--- src/rtl/id_stage_pipe.sv ---
// Pipelined rv32 instruction-decode stage: register file, immediate generation, ID/EX output register.
// Optional macro ID_BYPASS_EN: same-edge write-back data is forwarded into the captured operands.
module id_stage_pipe #(
   parameter int unsigned XLEN  = 32,
   parameter int unsigned NREGS = 32
) (
   input  logic                     clk,
   input  logic                     rst_n,
   input  logic                     in_valid,
   output logic                     in_ready,
   input  logic [31:0]              instruction,
   input  logic                     flush,
   input  logic                     wb_en,
   input  logic [$clog2(NREGS)-1:0] wb_rd,
   input  logic [XLEN-1:0]          wb_data,
   output logic                     out_valid,
   input  logic                     out_ready,
   output logic [6:0]               opcode,
   output logic [2:0]               func3,
   output logic [6:0]               func7,
   output logic [4:0]               rd,
   output logic [XLEN-1:0]          r1,
   output logic [XLEN-1:0]          r2,
   output logic [XLEN-1:0]          immediate,
   output logic                     reg_write,
   output logic                     illegal
);

   localparam int unsigned AW = $clog2(NREGS);

   localparam logic [6:0] OP_R      = 7'b0110011;
   localparam logic [6:0] OP_IMM    = 7'b0010011;
   localparam logic [6:0] OP_LOAD   = 7'b0000011;
   localparam logic [6:0] OP_JALR   = 7'b1100111;
   localparam logic [6:0] OP_STORE  = 7'b0100011;
   localparam logic [6:0] OP_BRANCH = 7'b1100011;
   localparam logic [6:0] OP_LUI    = 7'b0110111;
   localparam logic [6:0] OP_AUIPC  = 7'b0010111;
   localparam logic [6:0] OP_JAL    = 7'b1101111;
   localparam logic [6:0] OP_FENCE  = 7'b0001111;
   localparam logic [6:0] OP_SYSTEM = 7'b1110011;

   logic [XLEN-1:0] regs_q [NREGS];

   logic            out_valid_q, out_valid_d;
   logic [6:0]      opcode_q, func7_q;
   logic [2:0]      func3_q;
   logic [4:0]      rd_q;
   logic [XLEN-1:0] r1_q, r2_q, imm_q;
   logic            reg_write_q, illegal_q;

   logic [XLEN-1:0] r1_d, r2_d, imm_d;
   logic            reg_write_d, illegal_d;
   logic [31:0]     imm32;
   logic            writes_rd, legal_op, use_rs1, use_rs2, use_rd;
   logic [4:0]      rs1_f, rs2_f, rd_f;
   logic            rs1_ok, rs2_ok, rd_ok;
   logic            capture;

   assign rs1_f = instruction[19:15];
   assign rs2_f = instruction[24:20];
   assign rd_f  = instruction[11:7];
   assign rs1_ok = ({27'b0, rs1_f} < NREGS);
   assign rs2_ok = ({27'b0, rs2_f} < NREGS);
   assign rd_ok  = ({27'b0, rd_f}  < NREGS);

   assign in_ready = rst_n && !flush && (!out_valid_q || out_ready);
   assign capture  = in_valid && in_ready;

   always_comb begin
      imm32     = '0;
      writes_rd = 1'b0;
      legal_op  = 1'b1;
      use_rs1   = 1'b0;
      use_rs2   = 1'b0;
      use_rd    = 1'b0;
      unique case (instruction[6:0])
         OP_R: begin
            writes_rd = 1'b1; use_rs1 = 1'b1; use_rs2 = 1'b1; use_rd = 1'b1;
         end
         OP_IMM, OP_LOAD, OP_JALR: begin
            imm32     = {{20{instruction[31]}}, instruction[31:20]};
            writes_rd = 1'b1; use_rs1 = 1'b1; use_rd = 1'b1;
         end
         OP_STORE: begin
            imm32   = {{20{instruction[31]}}, instruction[31:25], instruction[11:7]};
            use_rs1 = 1'b1; use_rs2 = 1'b1;
         end
         OP_BRANCH: begin
            imm32   = {{20{instruction[31]}}, instruction[7], instruction[30:25],
                       instruction[11:8], 1'b0};
            use_rs1 = 1'b1; use_rs2 = 1'b1;
         end
         OP_LUI, OP_AUIPC: begin
            imm32     = {instruction[31:12], 12'b0};
            writes_rd = 1'b1; use_rd = 1'b1;
         end
         OP_JAL: begin
            imm32     = {{12{instruction[31]}}, instruction[19:12], instruction[20],
                         instruction[30:21], 1'b0};
            writes_rd = 1'b1; use_rd = 1'b1;
         end
         OP_FENCE, OP_SYSTEM: begin
            use_rs1 = 1'b1; use_rd = 1'b1;
         end
         default: legal_op = 1'b0;
      endcase
      illegal_d   = !legal_op || (use_rs1 && !rs1_ok) || (use_rs2 && !rs2_ok)
                    || (use_rd && !rd_ok);
      reg_write_d = writes_rd && (rd_f != 5'd0) && !illegal_d;
      imm_d       = XLEN'($signed(imm32));
   end

   // Out-of-range indices read as zero; the instruction is flagged illegal anyway.
   always_comb begin
      r1_d = '0;
      r2_d = '0;
      if (rs1_f != 5'd0 && rs1_ok) r1_d = regs_q[rs1_f[AW-1:0]];
      if (rs2_f != 5'd0 && rs2_ok) r2_d = regs_q[rs2_f[AW-1:0]];
`ifdef ID_BYPASS_EN
      if (wb_en && rs1_f != 5'd0 && rs1_ok && wb_rd == rs1_f[AW-1:0]) r1_d = wb_data;
      if (wb_en && rs2_f != 5'd0 && rs2_ok && wb_rd == rs2_f[AW-1:0]) r2_d = wb_data;
`endif
   end

   always_comb begin
      out_valid_d = out_valid_q;
      if (flush)          out_valid_d = 1'b0;
      else if (capture)   out_valid_d = 1'b1;
      else if (out_ready) out_valid_d = 1'b0;
   end

   always_ff @(posedge clk) begin
      if (!rst_n) begin
         out_valid_q <= 1'b0;
         opcode_q    <= '0;
         func3_q     <= '0;
         func7_q     <= '0;
         rd_q        <= '0;
         r1_q        <= '0;
         r2_q        <= '0;
         imm_q       <= '0;
         reg_write_q <= 1'b0;
         illegal_q   <= 1'b0;
      end else begin
         out_valid_q <= out_valid_d;
         if (capture) begin
            opcode_q    <= instruction[6:0];
            func3_q     <= instruction[14:12];
            func7_q     <= instruction[31:25];
            rd_q        <= rd_f;
            r1_q        <= r1_d;
            r2_q        <= r2_d;
            imm_q       <= imm_d;
            reg_write_q <= reg_write_d;
            illegal_q   <= illegal_d;
         end
      end
   end

   always_ff @(posedge clk) begin
      if (!rst_n) begin
         for (int unsigned i = 0; i < NREGS; i++) regs_q[i] <= '0;
      end else if (wb_en && wb_rd != '0) begin
         regs_q[wb_rd] <= wb_data;
      end
   end

   assign out_valid = out_valid_q;
   assign opcode    = opcode_q;
   assign func3     = func3_q;
   assign func7     = func7_q;
   assign rd        = rd_q;
   assign r1        = r1_q;
   assign r2        = r2_q;
   assign immediate = imm_q;
   assign reg_write = reg_write_q;
   assign illegal   = illegal_q;

endmodule

--- config.mk ---
export PLATFORM = sky130hd
export DESIGN_NAME = id_stage_pipe
export DESIGN_NICKNAME = d
export VERILOG_FILES = /design/src/rtl/id_stage_pipe.sv
export SDC_FILE = /design/constraint.sdc
export NUM_CORES = 2
export LEC_CHECK = 0
export ABC_AREA = 1
export CORE_MARGIN = 2
export CORE_UTILIZATION = 24
export CTS_CLUSTER_SIZE = 14
export DETAILED_ROUTE_END_ITERATION = 6
export GPL_ROUTABILITY_DRIVEN = 0
export SLEW_MARGIN = 10
export SYNTH_ARGS = -nofsm -noshare
export SYNTH_HDL_FRONTEND = slang
export SYNTH_SLANG_ARGS = --single-unit
export TNS_END_PERCENT = 20
--- constraint.sdc ---
create_clock -name clk -period 3.21 [get_ports clk]
set_input_delay 0.321 -clock clk [delete_from_list [all_inputs] [get_ports clk]]
set_output_delay 0.321 -clock clk [all_outputs]
set_load 0.1 [all_outputs]
==> metrics.md <==
| Metric | Value |
|---|---|
| Outcome | `completed` |
| Post-Route WL | `approximately 260,000 um` |
| Maximum clock frequency | `approximately 370 MHz` |
| Placed wire-length estimate | `166,000 um` |
| Clock slew at reported path FFs | `0.06 ns` |
| DRT iter0 DRCs | `approximately 9,000` |
| RSZ-0062 raised after global routing | `no` |
| Die W | `a little over 500 um` |
| DRT Pass-1 Iters | `7` |
| Total number of vias | `~57,000` |
| Max rail drop VDD | `0.645 mV` |
| FILL cells | `around 27,000` |
| Hold Vio Cnt, Final | `0` |
| R2R Path Start | `regs_q[10][22]` |
| Gr usage total | `around a fifth` |
| Max Cap Violations | `0` |
| Nets | `7,962` |
| Core box area | `about 250,000 um2` |
| Clk Latency, worst-skew pair | `approximately 0.8 ns` |
| Tightest Pin Transition | `1.05 ns` |
| I/O Pins | `197` |
| Via count of the first global-routing pass | `slightly above 50,000` |
| Cell count after synthesis | `approximately 8,000` |
| Hold path startpoint | `rst_n` |
| Initial antenna violation count | `7` |
| Min Tclk post-route | `2.68 ns` |
| Critical-path top delay cell | `clkdlybuf4s50_1` |
| Power, Total | `37.9 mW` |
| Worst Setup SP | `r1[11]` |
| Full die area | `between 200,000 and 300,000 um2` |
| Height of the die | `around 510 um` |
| Arr. time, crit path | `about 2.4 ns` |
| Synth cell types | `26` |
| Crit path buf inv count | `1` |
| Cell Area, Synth | `between 60,000 and 70,000 um2` |
| H-tree Lvls | `4` |
| Root buf cell | `clkbuf_16` |
| Crit path max fanout | `2` |
| First-pass GRT wire length | `365,000 um` |
| Layout cells sized above 1 | `under 10%` |
| Data required time of the worst path | `approximately 2.9 ns` |
| Delay-heaviest family, CP | `buffers and inverters` |
| Standby leakage power | `about 30 nW` |
| Worst min-delay path class | `in -> reg` |
| Final core occ | `between 20% and 30%` |
| PD cells | `about 520 nW/um2` |
| Hold_buf cts | `0` |
| Yosys warns | `0` |
| Largest net degree at the start of global routing | `approximately 140` |
| Drt via density | `about 5.0` |
| Critical Path Source Type | `flop` |
| Post-cts gate resize count | `0` |
| Asr flop ratio synth | `0%` |
| Total CTS buffers | `130` |
| Final setup viols | `0` |
| Fin Clk Skew | `between 0.02 and 0.025 ns` |
| Post-synth EDFFs | `between 1,000 and 1,500` |
| Worst reg-to-reg path cell count | `10` |
| Largest stage delay on the critical path | `about 1.2 ns` |
| Remaining Overflow, GRT | `0` |
| Register area share after synthesis | `a little over half` |
| Final slew viol count | `0` |
| Min-Delay Path Depth | `5` |
| Pre-CTS WS | `-0.132 ns` |
| CTS tree | `yes` |
| Slew margin rel. | `between 20% and 30%` |
| Tcrit/Tclk final | `83.4%` |
| # rows | `184` |
| Starting Density | `between 20% and 30%` |
| Setup ws final | `around 0.53 ns` |
| Clock buffer depth | `3` |
| Setup CP Type | `reg -> out` |
| Post-CTS Repair Setup Buffers | `0` |
| WP depth | `1` |
| Antenna Nets Post-Route | `0` |
| Clock sink count | `between 1,000 and 1,500` |
| Area growth syn-to-layout | `20.5%` |
| IO Port Bufs | `about 200` |
| Fin Setup TNS | `0 ns` |
| Top FF cell, synth | `edfxtp_1` |
| CP endpoint kind | `primary output` |
| WL per Instance | `roughly 23 um` |
| Crit-path cells | `clkdlybuf4s50_1` |
| DRC errors left | `0` |
| Seq cells post-synth | `about 1,100` |
| Syn Area/Cell | `between 7 and 8 um2` |
[Yosys cell counts, types with 3 or more instances]
cell type | n | share of area [%]
dfxtp_1 | 121 | 4.0
nand2_1 | 2873 | 18
edfxtp_1 | 1024 | 51
inv_2 | 5 | 0.031
buf_1 | 50 | 0.31
nor2_1 | 1052 | 6.5
nand4_1 | 3 | 0.031
clkbuf_1 | 559 | 3.5
nor3_1 | 23 | 0.19
buf_2 | 46 | 0.38
o22ai_1 | 4 | 0.041
clkinv_1 | 4 | 0.025
inv_1 | 296 | 1.8
a21oi_1 | 278 | 2.3
o21ai_0 | 178 | 1.5
nand3_1 | 1310 | 11
[state kept, by name (all words and copies together) (netlist names)]
signal     flops
out_valid      1
immediate     32
illegal        1
opcode         7
r1            32
reg_write      1
rd             5
func7          7
r2            32
func3          3
regs_q      1024
[where the power goes]
part | internal (mW) | switching [mW] | leakage, nW
Sequential | 17.0 | 0.414 | 10.7
Combinational | 1.45 | 3.99 | 17.2
Clock | 8.65 | 6.42 | 2.05
[stage by stage]
| stage | instance area, um2 | instances | hold WS, ns |
|---|---|---|---|
| floorplan | 60800 | 7868 | 0.442 |
| global placement | 68900 | 11100 | 0.453 |
| detailed placement | 68900 | 11100 | 0.455 |
| CTS | 73100 | 11300 | 0.0953 |
| global route | 73100 | 11300 | 0.150 |
| finish | 73100 | 11300 | 0.149 |
[layout make-up]
type / count / area (um2) / area share [%]
Tap cell: 3348 / 4190 / 5.73
Sequential cell: 1145 / 33200 / 45.4
Clock inverter: 70 / 678 / 0.927
Timing Repair Buffer: 543 / 6260 / 8.56
Inverter: 305 / 1190 / 1.63
Multi-Input combinational cell: 5762 / 24100 / 33.0
Clock buffer: 163 / 3510 / 4.80
Antenna cell: 2 / 5.00 / 0.00684
[worst reg2reg max path, delay by kind of cell (launching register included)]
kind | cells | cell delay [ns]
simple gates | 6 | 1.23
flops | 1 | 0.38
compound gates | 2 | 0.14
buf+inv | 2 | 0.21
[per-layer routing]
metal	wire [um]	part of all wire, %	GRT usage (%)
met3	30900	12	4.51
met2	112000	44	29.3
met5	34	0.013	0
met4	14200	5.5	9.94
met1	99300	39	25.5
[final timing paths]
| path | to | slack, ns |
|---|---|---|
| setup / recovery | r1[11] | 0.53 |
| hold / removal | out_valid | 0.15 |
| setup reg to reg | r2[22] | 1.12 |
| hold reg to reg | r2[22] | 0.46 |
[kinds of logic (layout without fill, tap and decap cells)]
| family | count (synthesis) | count (layout) | synth area share (%) |
|---|---|---|---|
| buffers and inverters | 961 | 1081 | 6.05 |
| AO/OA/AOI/OAI | 466 | 466 | 3.89 |
| other | 1 | 34 | 0.00618 |
| AND/OR/NAND/NOR | 5264 | 5264 | 35.4 |
| flip-flops | 1145 | 1145 | 54.7 |
[cell usage in the layout, fill, tap and decap left out, types with 137 or more instances in the layout]
master	count
buf_12	137
nand2_1	2811
nand3_1	1310
o21ai_0	177
nor2_1	1051
inv_1	287
clkdlybuf4s50_1	177
a21oi_1	278
edfxtp_1	1024
buf_4	219
(Power assumes the default switching activity.)
